===== src/rtl/cpu_pkg.sv =====
// Shared constants for the CPU slice: byte/word widths and the program loader FSM encoding.
// Optional loader checksum state CHK is only reachable when LOADER_CHECKSUM_EN is defined.
package cpu_pkg;

  localparam int BYTE_W  = 8;
  localparam int WORD_W  = 16;
  localparam int STATE_W = 3;

  localparam logic [STATE_W-1:0] HDR_HI  = 3'd0;
  localparam logic [STATE_W-1:0] HDR_LO  = 3'd1;
  localparam logic [STATE_W-1:0] DATA_HI = 3'd2;
  localparam logic [STATE_W-1:0] DATA_LO = 3'd3;
  localparam logic [STATE_W-1:0] DRAIN   = 3'd4;
  localparam logic [STATE_W-1:0] DONE    = 3'd5;
  localparam logic [STATE_W-1:0] ERR     = 3'd6;
  localparam logic [STATE_W-1:0] CHK     = 3'd7;

endpackage


===== src/rtl/program_loader.sv =====
// Byte-stream program loader: length header + N big-endian words into imem, then releases the CPU.
// Latency: imem_we pulses the cycle after each word's low byte; backpressure via rx_ready (low outside byte-accepting states).
// Optional trailing XOR checksum byte when LOADER_CHECKSUM_EN is defined.
module program_loader
  import cpu_pkg::*;
#(
  parameter int ADDR_W = 8
) (
  input  logic              clk,
  input  logic              reset,
  input  logic [BYTE_W-1:0] rx_data,
  input  logic              rx_valid,
  output logic              rx_ready,
  input  logic              reload,
  output logic              imem_we,
  output logic [15:0]       imem_addr,
  output logic [WORD_W-1:0] imem_wdata,
  output logic              cpu_reset,
  output logic              load_done,
  output logic              load_error
);

  localparam logic [16:0] DEPTH = 17'd1 << ADDR_W;

`ifdef LOADER_CHECKSUM_EN
  localparam logic [STATE_W-1:0] AFTER_LAST = CHK;
  logic [BYTE_W-1:0] csum;
`else
  localparam logic [STATE_W-1:0] AFTER_LAST = DRAIN;
`endif

  logic [STATE_W-1:0] state;
  logic [BYTE_W-1:0]  len_hi;
  logic [BYTE_W-1:0]  data_hi;
  logic [16:0]        n_words;
  logic [16:0]        word_cnt;
  logic [15:0]        n_hdr;
  logic               accept;

  assign n_hdr  = {len_hi, rx_data};
  assign accept = rx_valid && rx_ready;

  always_comb begin
    rx_ready = 1'b0;
    case (state)
      HDR_HI, HDR_LO, DATA_HI, DATA_LO: rx_ready = 1'b1;
`ifdef LOADER_CHECKSUM_EN
      CHK:                              rx_ready = 1'b1;
`endif
      default:                          rx_ready = 1'b0;
    endcase
  end

  assign cpu_reset  = (state != DONE);
  assign load_done  = (state == DONE);
  assign load_error = (state == ERR);

  always_ff @(posedge clk) begin
    if (reset) begin
      state      <= HDR_HI;
      len_hi     <= '0;
      data_hi    <= '0;
      n_words    <= '0;
      word_cnt   <= '0;
      imem_we    <= 1'b0;
      imem_addr  <= '0;
      imem_wdata <= '0;
`ifdef LOADER_CHECKSUM_EN
      csum       <= '0;
`endif
    end else begin
      imem_we <= 1'b0;
      case (state)
        HDR_HI: if (accept) begin
          len_hi <= rx_data;
          state  <= HDR_LO;
        end
        HDR_LO: if (accept) begin
          n_words  <= {1'b0, n_hdr};
          word_cnt <= '0;
          if ({1'b0, n_hdr} > DEPTH)
            state <= ERR;
          else if (n_hdr == 16'd0)
            state <= AFTER_LAST;
          else
            state <= DATA_HI;
        end
        DATA_HI: if (accept) begin
          data_hi <= rx_data;
          state   <= DATA_LO;
        end
        DATA_LO: if (accept) begin
          imem_we    <= 1'b1;
          imem_addr  <= 16'(word_cnt[ADDR_W-1:0]);
          imem_wdata <= {data_hi, rx_data};
          word_cnt   <= word_cnt + 17'd1;
          state      <= (word_cnt + 17'd1 == n_words) ? AFTER_LAST : DATA_HI;
        end
`ifdef LOADER_CHECKSUM_EN
        CHK: if (accept) begin
          state <= (rx_data == csum) ? DRAIN : ERR;
        end
`endif
        // One settle cycle so cpu_reset drops strictly after the last imem write.
        DRAIN: state <= DONE;
        DONE: if (reload) begin
          state    <= HDR_HI;
          word_cnt <= '0;
`ifdef LOADER_CHECKSUM_EN
          csum     <= '0;
`endif
        end
        ERR:     state <= ERR;
        default: state <= HDR_HI;
      endcase
`ifdef LOADER_CHECKSUM_EN
      if (accept && (state == HDR_HI || state == HDR_LO ||
                     state == DATA_HI || state == DATA_LO))
        csum <= csum ^ rx_data;
`endif
    end
  end

endmodule


===== config.mk =====
export PLATFORM = sky130hd
export DESIGN_NAME = program_loader
export DESIGN_NICKNAME = d
export VERILOG_FILES = /design/src/rtl/cpu_pkg.sv /design/src/rtl/program_loader.sv
export SDC_FILE = /design/constraint.sdc
export NUM_CORES = 1
export LEC_CHECK = 0
export ABC_CLOCK_PERIOD_IN_PS = 2000
export CAP_MARGIN = 15
export CORE_MARGIN = 2
export CORE_UTILIZATION = 48
export CTS_CLUSTER_SIZE = 20
export DETAILED_ROUTE_END_ITERATION = 7
export HOLD_SLACK_MARGIN = 0.15
export MAX_ROUTING_LAYER = met4
export PLACE_DENSITY = 0.74
export SETUP_SLACK_MARGIN = 0.2
export SYNTH_ARGS = -nofsm -noshare
export SYNTH_HDL_FRONTEND = slang
export SYNTH_SLANG_ARGS = --single-unit

===== constraint.sdc =====
create_clock -name clk -period 2 [get_ports clk]
set_clock_uncertainty 0.1 [all_clocks]
set_input_delay 0.3 -clock clk [delete_from_list [all_inputs] [get_ports clk]]
set_output_delay 0.3 -clock clk [all_outputs]
set_load 0.05 [all_outputs]

; Word level (Yosys, flattened, before mapping)
; Index checks and enable logic that the tools add are counted.
[classes]
bitwise_logic = 1
div_mod_pow = 0
n_reduce_logical = 12
add_sub_neg = 1
magnitude_cmp = 1
shift = 0
mul = 0
n_mux = 15
eq_ne = 13
[ops]
columns = operator, n
row1 = $mux 17, 3
row2 = $pmux 17 s3, 1
row3 = $mux 3, 8
row4 = $pmux 3 s7, 1
row5 = $add 17x1->17 const B, 1
row6 = $eq 17x16->1, 1
row7 = $gt 16x9->1 const B, 1
row8 = $logic_not 16->1, 1
row9 = $ne 2x2->1 const B, 5
row10 = $eq 3x3->1 const B, 3
row11 = $reduce_and 2->1, 4
row12 = $eq 3x2->1 const B, 2
row13 = $reduce_and 5->1, 1
row14 = $reduce_and 4->1, 1
row15 = $reduce_or 4->1, 1
row16 = $eq 3x1->1 const B, 1
row17 = $logic_not 3->1, 1
row18 = $ne 3x3->1 const B, 1
row19 = $reduce_bool 3->1, 1
row20 = $mux 1, 2
row21 = $reduce_or 2->1, 1
row22 = $logic_and 1x1->1, 1
row23 = $not 1->1, 1
[word_totals]
word_cells = 51
mem_bits_ro = 0
latchBits = 0
regBits = 77
memories = 0
out_inout_bits = 37
mem_bits_rw = 0

; Depth between registers and ports, before layout
[depth]
ltp_word = 6
ltp_mapped = 8
mapped_depth_nobuf = 7

; Worst setup path after synthesis
; Ideal clock, no wire load.
[synth_timing]
path_kind = register to register
from = reg word_cnt[1]
to = reg state[1]
path_stages_with_launch = 8
setup_time_ns = 0.139
arrival_time_ns = 1.715
n_path_buf = 0
setup_slack_ns = 0.046
required_time_ns = 1.761
path_cell_list = dfxtp_1 -> ha_1 -> and3_1 -> and3_1 -> o31ai_1 -> a21oi_1 -> nor4_1 -> a311oi_1
[synth_between]
elab_chain_cells = 5
[synth_lines]
columns = item, line
row1 = "start, declared", program_loader.sv:36  ; logic [16:0] word_cnt;
row2 = "start signal, assigned", program_loader.sv:96  ; word_cnt <= word_cnt + 17'd1;
row3 = $add 17x1->17, program_loader.sv:97  ; state <= (word_cnt + 17'd1 == n_words) ? AFTER_LAST : DATA_HI;
row4 = $eq 17x16->1, program_loader.sv:97
row5 = $mux 3, program_loader.sv:97
row6 = $mux 3, program_loader.sv:92  ; DATA_LO: if (accept) begin
row7 = $pmux 3 s7, program_loader.sv:73  ; case (state)
row8 = "end signal, assigned", program_loader.sv:97
row9 = "end, declared", program_loader.sv:32  ; logic [STATE_W-1:0] state;
; Every way passes these cells. The select of a mux whose other input is x is not followed.
; A chain may end at the register's enable or synchronous reset.

; Worst setup path in the final report
[layout_timing]
from = reg word_cnt[0]
to = reg state[2]
; Same word-level chain as after synthesis.

==> qor.csv <==
metric;value;unit
startpoint of the worst hold path;reset;
max_cap viols;0;
Routed Antenna Nets;0;
final period utilization;97.0;%
largest net degree at the start of global routing;32;
fin nets;564;
die height;90.9;um
DRC Markers;0;
Starting Density;49.7;%
largest stage delay on the critical path;0.39;ns
yosys warns;0;
Final Max Tran Viols;0;
initial antenna violation count;0;
RR Startpoint;word_cnt[0];
hpwl dp;6430;um
cell leakage power;1.86;nW
drt wl/cell;14.1;um
Critical Path Sink Type;flop;
CTS buffer count;9;
synthesized instance count;483;
CP arrival;2.14;ns
crit-path cells;ha_4 > buf_6 > buf_4 > nor3b_1 > o21ai_1 > o21ai_0 > a21oi_2 > nor4_4 > a41o_1;
Post-Syn Area per Cell;7.50;um^2
cell count after placement;634;
CP Max Fanout;5;
Final Util;64.8;%
Crit path required time;2.20;ns
row cnt;31;
RR Endpoint;state[2];
Die ar.;8260;um^2
run status;finished clean;
Post-Syn Area;3620;um^2
number of diodes;0;
IO Port Bufs;40;
Longest Clk Path Bufs;2;
layout cells sized above 1;19.2;%
Yosys cell types;40;
Highest Clock Rate;0.515;GHz
root buffer cell;clkbuf_8;
Final Instance Area;4720;um^2
Worst Hold Depth;2;
I/O pin cnt;49;
gr usage total;23.7;%
Slowest-stage cell, CP;dfxtp_4;
Hold EP;word_cnt[10];
Clk Latency, worst-skew pair;0.35;ns
sequential-to-total area share from yosys stat;42.5;%
final setup fails;0;
die width;90.9;um
pwr/cell area;724;nW/um^2
Via-to-Cell Ratio;5.45;
r2r setup slk;0.06;ns
GP Congestion;0.900;
Routed WL;9230;um
grt ovf;0;
R2R depth;9;
P&R area growth vs syn;30.4;%
Crit Path Category;flop to flop;
final hold violations;0;
vias in the first global route;3449;
H-tree levels;3;
CP top delay family;compound AO/OA/AOI/OAI gates;
non-filler cells, final;655;
placed instance area;4380;um^2
Vias;3572;
drt pass-1 iters;5;
maximum vdd drop;0.551;mV
minimum clock period;1.94;ns
cts-stage hold buffer count;0;
Clock Pin Slew Worst Setup and Hold Paths;0.08;ns
critical path launch point type;flop;
CTS tree;done;
global-route wire length before repair;15600;um
clk sink count;77;
RSZ-0062 raised after global routing;true;
Final Power;3.42;mW
Iter 0 DRT Violations;203;
Buf/Inv on CP;2;
core area;7290;um^2
Synth Register Bits;77;
Hold Crit Class;input port to flop;
[logic make-up after synthesis]
group / after synthesis / share of synthesized area, %
compound gates: 111 / 17.0
xor+xnor: 26 / 6.28
fa+ha+maj: 1 / 0.345
buf+inv: 48 / 6.73
flops: 77 / 42.5
other cells: 1 / 0.103
simple gates: 219 / 27.0
[cell usage after synthesis, drive strengths merged]
library cell / number / area (um^2)
a211o: 1 / 8.76
a211oi: 5 / 37.5
a21oi: 74 / 370
a22oi: 2 / 15.0
a311oi: 6 / 52.6
a31oi: 2 / 12.5
a41o: 1 / 10.0
and2: 5 / 31.3
and3: 5 / 31.3
and4: 4 / 41.3
buf: 20 / 139
clkbuf: 25 / 93.8
conb: 1 / 3.75
dfxtp: 77 / 1540
ha: 1 / 12.5
inv: 3 / 11.3
nand2: 133 / 499
nand2b: 2 / 12.5
nand3: 8 / 45.0
nand3b: 1 / 7.51
nand4: 10 / 68.8
nand4b: 1 / 8.76
nor2: 27 / 101
nor2b: 3 / 18.8
nor3: 10 / 50.1
nor3b: 1 / 7.51
nor4: 6 / 37.5
o21ai: 17 / 85.1
o31ai: 3 / 22.5
or3: 3 / 18.8
xnor2: 13 / 114
xor2: 13 / 114
[power breakdown]
part,leakage (nW),switching [mW],internal (mW)
sequential,0.628,0.0446,1.58
combinational,1.11,0.286,0.166
clock,0.118,0.597,0.748
[cell usage in the layout, fill, tap and decap left out, drive strengths merged, types with 8 or more instances in the layout]
cell,n
dlygate4sd2,25
clkbuf,10
nand3,8
clkdlybuf4s50,10
conb,8
a21oi,74
dfxtp,77
nand2,133
buf,60
o21ai,17
xnor2,13
xor2,13
nor2,27
nand4,10
nor3,10
[flip-flops by register name, indices dropped and copies added (netlist names)]
name,cells
word_cnt,17
data_hi,8
n_words,16
imem_we,1
len_hi,8
imem_wdata,16
state,3
imem_addr,8
[layer usage]
layer | global-route usage, % | routed length (um) | vias to the layer above
met2 | 40.4 | 4670 | 114
met1 | 26.7 | 3790 | 1669
li1 | - | - | 1766
met5 | - | 0 | -
met4 | 8.46 | 179 | 0
met3 | 6.43 | 587 | 23
[through the flow]
| step | hold slack [ns] | worst slack, ns | setup TNS, ns |
|---|---|---|---|
| final | 0.271 | 0.0599 | 0 |
| after global routing | 0.267 | -0.0576 | -0.112 |
| after CTS | 0.262 | 0.0709 | 0 |
| after detailed placement | 0.347 | -0.0954 | -0.440 |
| after global placement | 0.341 | -0.00800 | -0.0180 |
| after floorplan | 0.332 | 0.170 | 0 |
[how the worst max path moves through the flow]
stage,start,to,slack [ns],cells after the start
floorplan,word_cnt[0],state[1],0.17,8
global placement,rx_valid,word_cnt[4],-0.008,6
detailed placement,rx_data[4],state[1],-0.1,7
CTS,word_cnt[0],state[1],0.07,9
global route,word_cnt[0],state[1],-0.06,9
finish,word_cnt[0],state[2],0.06,9
[layout make-up]
| cell class | count | area [um^2] |
|---|---|---|
| Fill cell | 650 | 2570 |
| Multi-Input combinational cell | 365 | 1970 |
| Sequential cell | 77 | 1560 |
| Timing Repair Buffer | 95 | 832 |
| Clock buffer | 10 | 138 |
| Tap cell | 99 | 124 |
| Clock inverter | 6 | 91.3 |
| Inverter | 3 | 11.3 |
[timing repair]
action                                  in CTS  in global routing
endpoints found under the setup margin      30                 15
endpoints found under the hold margin        0                  0
pin swaps                                   13                 14
setup buffers                                3                  2
resized for setup                           41                 14
(Power assumes the default switching activity.)
